<file path="src/rtl/platform_scheduler_if.sv">
// Bus between the platform scheduler and the colour mapper: frame trigger,
// doodle height, indexed table read port and per-frame status.
interface platform_scheduler_if #(
  parameter int N_PLAT = 8
);
  localparam int IDX_W = $clog2(N_PLAT);

  logic             frame_start;
  logic [9:0]       doodle_y;
  logic [IDX_W-1:0] rd_idx;
  logic [9:0]       rd_x;
  logic [9:0]       rd_y;
  logic [4:0]       scroll_amt;
  logic             update_busy;
  logic             update_done;
  logic [15:0]      score;

  // Requester side (colour mapper / frame timing)
  modport master (
    output frame_start, doodle_y, rd_idx,
    input  rd_x, rd_y, scroll_amt, update_busy, update_done, score
  );

  // Scheduler side
  modport slave (
    input  frame_start, doodle_y, rd_idx,
    output rd_x, rd_y, scroll_amt, update_busy, update_done, score
  );
endinterface

</file>
<file path="src/rtl/platform_scheduler.sv">
// Platform table owner: once per frame scrolls every platform down by the
// amount the doodle has climbed past the scroll line, respawns platforms that
// drop off the bottom at a pseudo-random X, and serves a registered read port.
module platform_scheduler #(
  parameter int N_PLAT      = 8,
  parameter int SCREEN_H    = 480,
  parameter int SCROLL_LINE = 200,
  parameter int MAX_SCROLL  = 31,
  parameter int X_SPAN      = 560
) (
  input  logic                 Clk,
  input  logic                 Reset_n,
  platform_scheduler_if.slave  bus
);
  localparam int IDX_W = $clog2(N_PLAT);

  typedef enum logic [1:0] {IDLE, CALC, WALK, DONE} state_t;

  state_t           state_q, state_d;
  logic [15:0]      lfsr_q, lfsr_d;
  logic [9:0]       doodle_q, doodle_d;
  logic [IDX_W-1:0] idx_q, idx_d;
  logic [9:0]       x_q [N_PLAT];
  logic [9:0]       x_d [N_PLAT];
  logic [9:0]       y_q [N_PLAT];
  logic [9:0]       y_d [N_PLAT];
  logic [9:0]       rd_x_q, rd_x_d;
  logic [9:0]       rd_y_q, rd_y_d;
  logic [4:0]       scroll_q, scroll_d;
  logic [15:0]      score_q, score_d;
  logic             busy_q, busy_d;
  logic             done_q, done_d;
  logic [10:0]      y_new;

  // Scroll distance for a doodle height, clamped to the per-frame maximum.
  function automatic logic [4:0] calc_scroll(input logic [9:0] dy);
    logic [9:0] diff;
    diff        = 10'(SCROLL_LINE) - dy;
    calc_scroll = '0;
    if (dy < 10'(SCROLL_LINE)) begin
      if (diff > 10'(MAX_SCROLL)) calc_scroll = 5'(MAX_SCROLL);
      else                        calc_scroll = 5'(diff);
    end
  endfunction

  // Score accumulation that sticks at all-ones instead of wrapping.
  function automatic logic [15:0] sat_add16(input logic [15:0] a, input logic [4:0] b);
    logic [16:0] s;
    s = {1'b0, a} + {12'b0, b};
    sat_add16 = s[16] ? 16'hFFFF : s[15:0];
  endfunction

  // Fold a 10-bit random value into [0, X_SPAN-1]; one subtract is enough
  // because the excess range above X_SPAN is smaller than X_SPAN.
  function automatic logic [9:0] respawn_x(input logic [9:0] r);
    respawn_x = (r >= 10'(X_SPAN)) ? (r - 10'(X_SPAN)) : r;
  endfunction

  // Next-state logic: FSM sequencing, table walk, LFSR and read port.
  always_comb begin
    state_d  = state_q;
    doodle_d = doodle_q;
    idx_d    = idx_q;
    x_d      = x_q;
    y_d      = y_q;
    scroll_d = scroll_q;
    score_d  = score_q;
    lfsr_d   = {lfsr_q[14:0], lfsr_q[15] ^ lfsr_q[13] ^ lfsr_q[12] ^ lfsr_q[10]};
    // Read from the current table so a same-cycle write returns the old value.
    rd_x_d   = x_q[bus.rd_idx];
    rd_y_d   = y_q[bus.rd_idx];
    y_new    = {1'b0, y_q[idx_q]} + {6'b0, scroll_q};

    case (state_q)
      IDLE: begin
        if (bus.frame_start) begin
          state_d  = CALC;
          doodle_d = bus.doodle_y;
        end
      end
      CALC: begin
        scroll_d = calc_scroll(doodle_q);
        score_d  = sat_add16(score_q, calc_scroll(doodle_q));
        idx_d    = '0;
        state_d  = WALK;
      end
      WALK: begin
        if (y_new >= 11'(SCREEN_H)) begin
          y_d[idx_q] = 10'(y_new - 11'(SCREEN_H));
          x_d[idx_q] = respawn_x(lfsr_q[9:0]);
        end else begin
          y_d[idx_q] = y_new[9:0];
        end
        if (idx_q == IDX_W'(N_PLAT - 1)) state_d = DONE;
        else                             idx_d   = idx_q + IDX_W'(1);
      end
      DONE:    state_d = IDLE;
      default: state_d = IDLE;
    endcase

    busy_d = (state_d != IDLE);
    done_d = (state_d == DONE);
  end

  // State, table and output registers; reset restores the initial layout.
  always_ff @(posedge Clk or negedge Reset_n) begin
    if (!Reset_n) begin
      state_q  <= IDLE;
      lfsr_q   <= 16'hACE1;
      doodle_q <= '0;
      idx_q    <= '0;
      for (int i = 0; i < N_PLAT; i++) begin
        x_q[i] <= 10'(40 + 70 * i);
        y_q[i] <= 10'(60 * i);
      end
      rd_x_q   <= '0;
      rd_y_q   <= '0;
      scroll_q <= '0;
      score_q  <= '0;
      busy_q   <= 1'b0;
      done_q   <= 1'b0;
    end else begin
      state_q  <= state_d;
      lfsr_q   <= lfsr_d;
      doodle_q <= doodle_d;
      idx_q    <= idx_d;
      x_q      <= x_d;
      y_q      <= y_d;
      rd_x_q   <= rd_x_d;
      rd_y_q   <= rd_y_d;
      scroll_q <= scroll_d;
      score_q  <= score_d;
      busy_q   <= busy_d;
      done_q   <= done_d;
    end
  end

  assign bus.rd_x        = rd_x_q;
  assign bus.rd_y        = rd_y_q;
  assign bus.scroll_amt  = scroll_q;
  assign bus.score       = score_q;
  assign bus.update_busy = busy_q;
  assign bus.update_done = done_q;

endmodule
</file>
<file path="src/flat_wrapper.sv">
// flat-port wrapper written by rule: the top's interface ports become plain ports
module platform_scheduler_flat 
#(
  parameter int N_PLAT      = 8,
  parameter int SCREEN_H    = 480,
  parameter int SCROLL_LINE = 200,
  parameter int MAX_SCROLL  = 31,
  parameter int X_SPAN      = 560
)
  (Clk, Reset_n, bus_frame_start, bus_doodle_y, bus_rd_idx, bus_rd_x, bus_rd_y, bus_scroll_amt, bus_update_busy, bus_update_done, bus_score);
  platform_scheduler_if #(.N_PLAT(N_PLAT)) bus_i ();
  input  logic Clk;
  input  logic Reset_n;
  input wire logic [$bits(bus_i.frame_start)-1:0] bus_frame_start;
  input wire logic [$bits(bus_i.doodle_y)-1:0] bus_doodle_y;
  input wire logic [$bits(bus_i.rd_idx)-1:0] bus_rd_idx;
  output wire logic [$bits(bus_i.rd_x)-1:0] bus_rd_x;
  output wire logic [$bits(bus_i.rd_y)-1:0] bus_rd_y;
  output wire logic [$bits(bus_i.scroll_amt)-1:0] bus_scroll_amt;
  output wire logic [$bits(bus_i.update_busy)-1:0] bus_update_busy;
  output wire logic [$bits(bus_i.update_done)-1:0] bus_update_done;
  output wire logic [$bits(bus_i.score)-1:0] bus_score;
  assign bus_i.frame_start = bus_frame_start;
  assign bus_i.doodle_y = bus_doodle_y;
  assign bus_i.rd_idx = bus_rd_idx;
  assign bus_rd_x = bus_i.rd_x;
  assign bus_rd_y = bus_i.rd_y;
  assign bus_scroll_amt = bus_i.scroll_amt;
  assign bus_update_busy = bus_i.update_busy;
  assign bus_update_done = bus_i.update_done;
  assign bus_score = bus_i.score;
  platform_scheduler #(.N_PLAT(N_PLAT), .SCREEN_H(SCREEN_H), .SCROLL_LINE(SCROLL_LINE), .MAX_SCROLL(MAX_SCROLL), .X_SPAN(X_SPAN)) u_core (.Clk(Clk), .Reset_n(Reset_n), .bus(bus_i));
endmodule
</file>
<file path="config.mk">
export PLATFORM = sky130hd
export DESIGN_NAME = platform_scheduler_flat
export DESIGN_NICKNAME = d
export VERILOG_FILES = /design/src/rtl/platform_scheduler_if.sv /design/src/rtl/platform_scheduler.sv /design/src/flat_wrapper.sv
export SDC_FILE = /design/constraint.sdc
export NUM_CORES = 1
export LEC_CHECK = 0
export ABC_AREA = 1
export BUFFER_PORTS_ARGS = -buffer_cell sky130_fd_sc_hd__buf_2
export CAP_MARGIN = 20
export CORE_ASPECT_RATIO = 1.75
export CORE_UTILIZATION = 56
export CTS_BUF_LIST = sky130_fd_sc_hd__clkbuf_16
export CTS_CLUSTER_DIAMETER = 100
export CTS_CLUSTER_SIZE = 10
export DETAILED_ROUTE_END_ITERATION = 8
export PLACE_DENSITY = 0.79
export SYNTH_ARGS = -nofsm -noshare
export SYNTH_HDL_FRONTEND = slang
export SYNTH_SLANG_ARGS = --single-unit
export TNS_END_PERCENT = 1
</file>
<file path="constraint.sdc">
create_clock -name Clk -period 4.2 [get_ports Clk]
set_input_delay 0.63 -clock Clk [delete_from_list [all_inputs] [get_ports Clk]]
set_output_delay 0.63 -clock Clk [all_outputs]
set_load 0.01 [all_outputs]
</file>
Word-level counts from Yosys, hierarchy flattened
Index checks and enable logic that the tools add are counted.

Bits in registers: 234. Bits in latches: 0. Memory bits (writable): 0. ROM bits: 0. Input bits: 16. Output and inout bits: 43. Word-level logic and storage cells: 82. Memories: 0.

Add/subtract/negate cells: 6. Multipliers: 0. Div/mod/pow operators: 0. Magnitude comparators: 7. Equality and inequality tests: 6. Shift-type cells: 0. Muxes and demuxes: 25. Bitwise gates (word level): 5. Reductions and logical operators: 7.

Operators by type and width (number): bitwise mux 80 bit (3); binary-select mux 10 bit (select 3 bit) (3); two-way mux 10 bit (8); two-way mux 80 bit (1); demux 10 bit (select 3 bit) (1); adder 16 x 5 -> 17 bit (1); two-way mux 16 bit (1); two-way mux 5 bit (3); adder 10 x 5 -> 11 bit (1); >= comparator 11 x 9 -> 1 bit, second input constant (1); >= comparator 10 bit, second input constant (1); > comparator 10 x 5 -> 1 bit, second input constant (1); < comparator 10 x 8 -> 1 bit, second input constant (1); subtractor 10 bit, second input constant (1); subtractor 10 x 9 -> 10 bit, second input constant (1); subtractor 8 x 10 -> 10 bit, first input constant (1); >= comparator 4 bit, second input constant (2); inverter 3 -> 4 bit (2); one-hot mux 2 bit (4 select lines) (1); equality test 2 bit, second input constant (3); one-hot mux 3 bit (2 select lines) (1); AND reduction 2 bit (3); < comparator 4 x 1 -> 1 bit, second input constant (1); two-way mux 2 bit (2); other kinds (9) (12).

Depth between registers and ports, before layout
Word-level depth: 8. Depth in mapped cells: 30. Depth with buffers taken out: 25.

Worst setup path after synthesis
No wires, ideal clock.

Path type: flip-flop to flip-flop. Start point: register u_core.idx_q[0]. End point: register u_core.y_q[46] (netlist bit). Library setup time: 0.117 ns. Data arrival time: 3.961 ns. Data required time: 4.083 ns. Path slack: 0.122 ns. Cell stages (with the launch flop): 28. Path through: dfrtp_1 buf_6 buf_6 buf_4 nor3_1 inv_1 o22ai_1 inv_1 nand4_1 inv_1 fa_1 o21ai_0 nand2_1 nand2_1 nand3_1 nand2_1 inv_1 ha_1 nand3_1 nor2_4 nor2_8 nand2_4 buf_6 buf_6 nand2_1 nand2_1 nand2_1 nand2_1.

Cells in the longest elaborated chain, start to end: 8. Elaborated cells between the ends (all ways): 15. Classes of those cells: add/sub: 2; order compare: 3; mux: 8; bitwise: 1; reduce/logical: 1.

Ends and longest elaborated chain: start: declaration (RTL line platform_scheduler.sv:22) `logic [IDX_W-1:0] idx_q, idx_d;`; start signal: assignment (RTL line platform_scheduler.sv:126) `idx_q <= idx_d;`; inverter 3 -> 4 bit (not written as such) (*) (RTL line platform_scheduler.sv:72, platform_scheduler.sv:89, platform_scheduler.sv:92); binary-select mux 10 bit (select 3 bit) (RTL line platform_scheduler.sv:72) `y_new = {1'b0, y_q[idx_q]} + {6'b0, scroll_q};`; two-way mux 10 bit (not written as such) (2 in a row) (RTL line platform_scheduler.sv:72); adder 10 x 5 -> 11 bit (RTL line platform_scheduler.sv:72); subtractor 10 x 9 -> 10 bit (RTL line platform_scheduler.sv:89) `y_d[idx_q] = 10'(y_new - 11'(SCREEN_H));`; bitwise mux 80 bit (RTL line platform_scheduler.sv:89); two-way mux 80 bit (*) (RTL line platform_scheduler.sv:88) `if (y_new >= 11'(SCREEN_H)) begin`; end signal: indexed assignment (RTL line platform_scheduler.sv:114) `y_q[i] <= 10'(60 * i);`; end signal: assignment (RTL line platform_scheduler.sv:128) `y_q <= y_d;`; end: declaration (RTL line platform_scheduler.sv:25) `logic [9:0] y_q [N_PLAT];`.

Every way passes the cells marked *; elsewhere a longest branch is shown, timed or not. The select of a mux whose other input is x is not followed. A chain may end at the register's enable or synchronous reset.

Worst setup path in the final report
Start point: register u_core.idx_q[2]. End point: register u_core.y_q[28] (netlist bit).

Same word-level chain as after synthesis.

==> PnR_summary.wiki <==
{| class="wikitable"
! Metric !! Value
|-
| Depth of the worst register-to-register path || 24
|-
| Syn avg cell area || 7.744 um^2
|-
| Final setup violation count || 0
|-
| Initial antenna violation count || 1
|-
| Floorplan die width || ~110 um
|-
| Final core utilization || around 65%
|-
| Area growth, synth to finish || 13.67%
|-
| Met3 Use GR || 4.727%
|-
| Share of post-route cells with drive strength above 1 || 15.23%
|-
| Hold buffers post-CTS || 0
|-
| Routed via count || about 11000
|-
| R2r startpoint || u_core.idx_q[2]$_DFFE_PN0P_
|-
| Most crowded layer after global routing || met2
|-
| Type of the tightest min-delay check || primary input to async pin
|-
| Floorplan row count || 70
|-
| Starting utilization of the core area || 57.36%
|-
| GRT met2 Usage || 56.45%
|-
| Cell Count Post-Placement || 1845
|-
| CP arrival || between 4 and 5 ns
|-
| Cts bufs inserted || 27
|-
| Cell Pwr Density || 615.8 mW/mm^2
|-
| Sequential-to-total area share from yosys stat || 49.26%
|-
| Detailed-routing iteration count for the pre-antenna-repair pass || 6
|-
| Routed wire length per instance || approximately 18 um
|-
| Status || finished clean
|-
| R2R Setup Slk || around 0.18 ns
|-
| Largest incremental delay on the critical path || 0.39 ns
|-
| Nature of the critical path startpoint || flop
|-
| Share of the clock period used by the worst path after layout || 95.69%
|-
| Cell-by-cell listing of the critical path || inv_2 -> buf_4 -> nor3_1 -> inv_1 -> buf_4 -> o22ai_1 -> a21oi_1 -> o2111ai_2 -> ha_4 -> nand2_1 -> nor3_1 -> inv_1 -> nand3_1 -> nand3_1 -> nor2_2 -> nand2_1 -> nand2_2 -> nand2_2 -> nor2_8 -> buf_4 -> nand3_2 -> nand3_1 -> nand2_1 -> inv_1
|-
| Via-per-instance ratio || approximately 6
|-
| Pin count of the biggest net entering global routing || 100
|-
| Count of buffers from port buffering || 58
|-
| Ant diodes || 0
|-
| 1st-iter DRT viols || 827
|-
| Largest fanout on the critical path || 17
|-
| Worst-path clk slew || 0.06 ns
|-
| CP Buf/Inv Count || 7
|-
| Warnings from Yosys || 0
|-
| Synthesized cell area || 0.01206 mm^2
|-
| Register bit total from synthesis || around 230
|-
| Vertical die dimension || slightly below 200 um
|-
| Final Critical Period || 4.019 ns
|-
| Slowest stage cell on the critical path || sky130_fd_sc_hd__dfrtp_1
|-
| Capture instance of the worst register-to-register path || u_core.y_q[28]$_DFFE_PN1P_
|-
| Post-Route Skew || 0.02077 ns
|-
| Crit path capture type || flop
|-
| Number of global-route vias before repair || between 10000 and 15000
|-
| Insertion delay of the later-clocked pin in the worst-skew pair || ~0.56 ns
|-
| CTS H-tree lvls || 1
|-
| Final WL || between 30000 and 40000 um
|-
| WS Path Type || flop to flop
|-
| Worst Max-Slew Pin Slew || 1.058 ns
|-
| Cell count after synthesis || 1557
|-
| Critical Path RT || about 4.7 ns
|-
| Post-synthesis cell type count || 45
|-
| Net total in the final layout || 1659
|-
| Setup Total Neg Slack || 0 ns
|-
| Met1 Track Usage GR || 35.16%
|-
| Largest delay contributor family on the critical path || simple AND/OR/NAND/NOR gates
|-
| Final max-slew violation count || 0
|-
| Synthesized netlist net count || 1594
|-
| CTS root buf || sky130_fd_sc_hd__clkbuf_16
|-
| Overflow left after global routing || 0
|-
| Fmax achieved || 248.8 MHz
|-
| Worst slew margin relative to its limit || between 20 and 30%
|-
| Maximum root-to-sink buffer count || 3
|-
| First-pass GRT wire length || 55680 um
|-
| Leakage dissipation || 6.493 nW
|-
| Die footprint || 0.02215 mm^2
|-
| TritonCTS clock tree || built
|-
| Post-route DRC violation count || 0
|-
| Post-route insts no fill || 1894
|-
| Unrepaired setup endpoints after global routing || true
|-
| Routability Congestion || 0.9685
|-
| Number of ports placed on the die boundary || 59
|-
| Floorplan Core Area || 0.02102 mm^2
|-
| Max cap viols || 0
|-
| Final-report hold violation count || 0
|-
| All-layer global routing usage || 32.35%
|-
| Maximum resistive drop on vdd || 0.0004036 V
|-
| Estimated wirelength of the detail-placed design || between 20000 and 25000 um
|-
| Number of clock sinks || 234
|-
| Post-route antenna net violation count || 0
|}
[worst max path at each step]
stage	slack (ns)	startpoint	endpoint	depth (start not counted)
2_1_floorplan	0.12	u_core.idx_q[0]$_DFFE_PN0P_	u_core.y_q[46]$_DFFE_PN0P_	27
3_3_place_gp	0.02	u_core.idx_q[2]$_DFFE_PN0P_	u_core.y_q[38]$_DFFE_PN0P_	23
3_5_place_dp	-0.08	u_core.idx_q[2]$_DFFE_PN0P_	u_core.y_q[58]$_DFFE_PN0P_	22
4_1_cts	0.001	u_core.idx_q[2]$_DFFE_PN0P_	u_core.y_q[28]$_DFFE_PN1P_	23
5_1_grt	-0.04	u_core.idx_q[0]$_DFFE_PN0P_	u_core.x_q[19]$_DFFE_PN0P_	25
6_report	0.18	u_core.idx_q[2]$_DFFE_PN0P_	u_core.y_q[28]$_DFFE_PN1P_	24
[layer usage]
metal  part of all wire, %  up-vias  routed length (um)
li1                      -     5169                   -
met3                   5.8      154                1972
met4                   8.0        2                2737
met2                    51      429               17510
met1                    35     5301               12030
met5                 0.038        -                  13
[stage by stage]
stage / hold WS, ns / total power, mW / setup slack (ns) / area (um^2)
floorplan: 0.3330 / 5.018 / 0.1223 / 12060
global placement: 0.3414 / 6.123 / 0.01596 / 12860
detailed placement: 0.3442 / 6.210 / -0.07519 / 12860
CTS: 0.1449 / 8.321 / 0.001014 / 13640
global route: 0.1714 / 8.918 / -0.04073 / 13710
finish: 0.1114 / 8.440 / 0.1809 / 13710
[report_power, final]
group | total, mW | internal, mW | switching (mW)
combinational | 3.33 | 1.08 | 2.25
clock | 2.08 | 1.16 | 0.919
sequential | 3.03 | 2.74 | 0.297
total | 8.44 | 4.97 | 3.47
[placed cells by master, fill, tap and decap left out, types with 20 or more instances in the layout]
cell                        netlist  final
sky130_fd_sc_hd__buf_4            2     45
sky130_fd_sc_hd__dfstp_2         67     67
sky130_fd_sc_hd__a31oi_1         20     20
sky130_fd_sc_hd__nor2_1         183    179
sky130_fd_sc_hd__nand3_1         62     61
sky130_fd_sc_hd__buf_2           18     57
sky130_fd_sc_hd__o21ai_1         39     42
sky130_fd_sc_hd__o21ai_0        192    188
sky130_fd_sc_hd__o22ai_1         25     25
sky130_fd_sc_hd__dfrtp_1        167    167
sky130_fd_sc_hd__clkbuf_16        0     27
sky130_fd_sc_hd__nand2_1        453    451
sky130_fd_sc_hd__inv_1          116    135
sky130_fd_sc_hd__a21oi_1         49     49
[synthesized netlist by cell type (all sizes together)]
library cell / instances / area, um^2
fa: 2 / 40.04
dfstp: 67 / 1760
nand4: 3 / 18.77
o21ai: 231 / 1156
a21oi: 49 / 245.2
a31oi: 20 / 125.1
o2111ai: 4 / 35.03
o21bai: 1 / 7.510
dfrtp: 167 / 4179
o31ai: 1 / 7.510
a211oi: 1 / 7.510
mux2: 5 / 56.30
ha: 19 / 237.7
nand2: 460 / 1749
clkbuf: 50 / 190.2
buf: 28 / 172.7
mux2i: 1 / 10.01
nor4: 2 / 12.51
o22ai: 25 / 156.4
nor2: 186 / 724.4
a221oi: 6 / 52.55
o211ai: 2 / 15.01
clkinv: 4 / 15.01
xor2: 11 / 96.34
a22oi: 2 / 15.01
nand3: 63 / 327.8
or3: 1 / 6.260
or2: 5 / 31.28
xnor2: 11 / 96.34
inv: 120 / 455.4
nor3: 10 / 55.05
[cells by family (layout without fill, tap and decap cells)]
logic type                 after synthesis  count (layout)  share of synthesized area, %
AOI/OAI and AO/OA                      342             342                         15.12
DFF                                    234             234                         49.26
xor gates and xnor gates                22              22                         1.598
adders and majority gates               21              21                         2.304
and+or+nand+nor                        730             730                         24.26
buffers and inverters                  202             287                         6.911
muxes                                    6               6                        0.5499
[cell type report]
| type | instances | area [um^2] |
|---|---|---|
| Multi-Input combinational cell | 1121 | 5351 |
| Inverter | 124 | 470.5 |
| Fill cell | 1801 | 7315 |
| Clock inverter | 22 | 103.9 |
| Clock buffer | 27 | 675.6 |
| Sequential cell | 234 | 5939 |
| Timing Repair Buffer | 114 | 849.6 |
| Tap cell | 252 | 315.3 |
[what timing repair did]
item,in CTS,in global routing
endpoints found under the setup margin,20,122
resized for setup,1,18
setup buffers,0,0
Note: power is estimated with default switching activity, not from simulation.
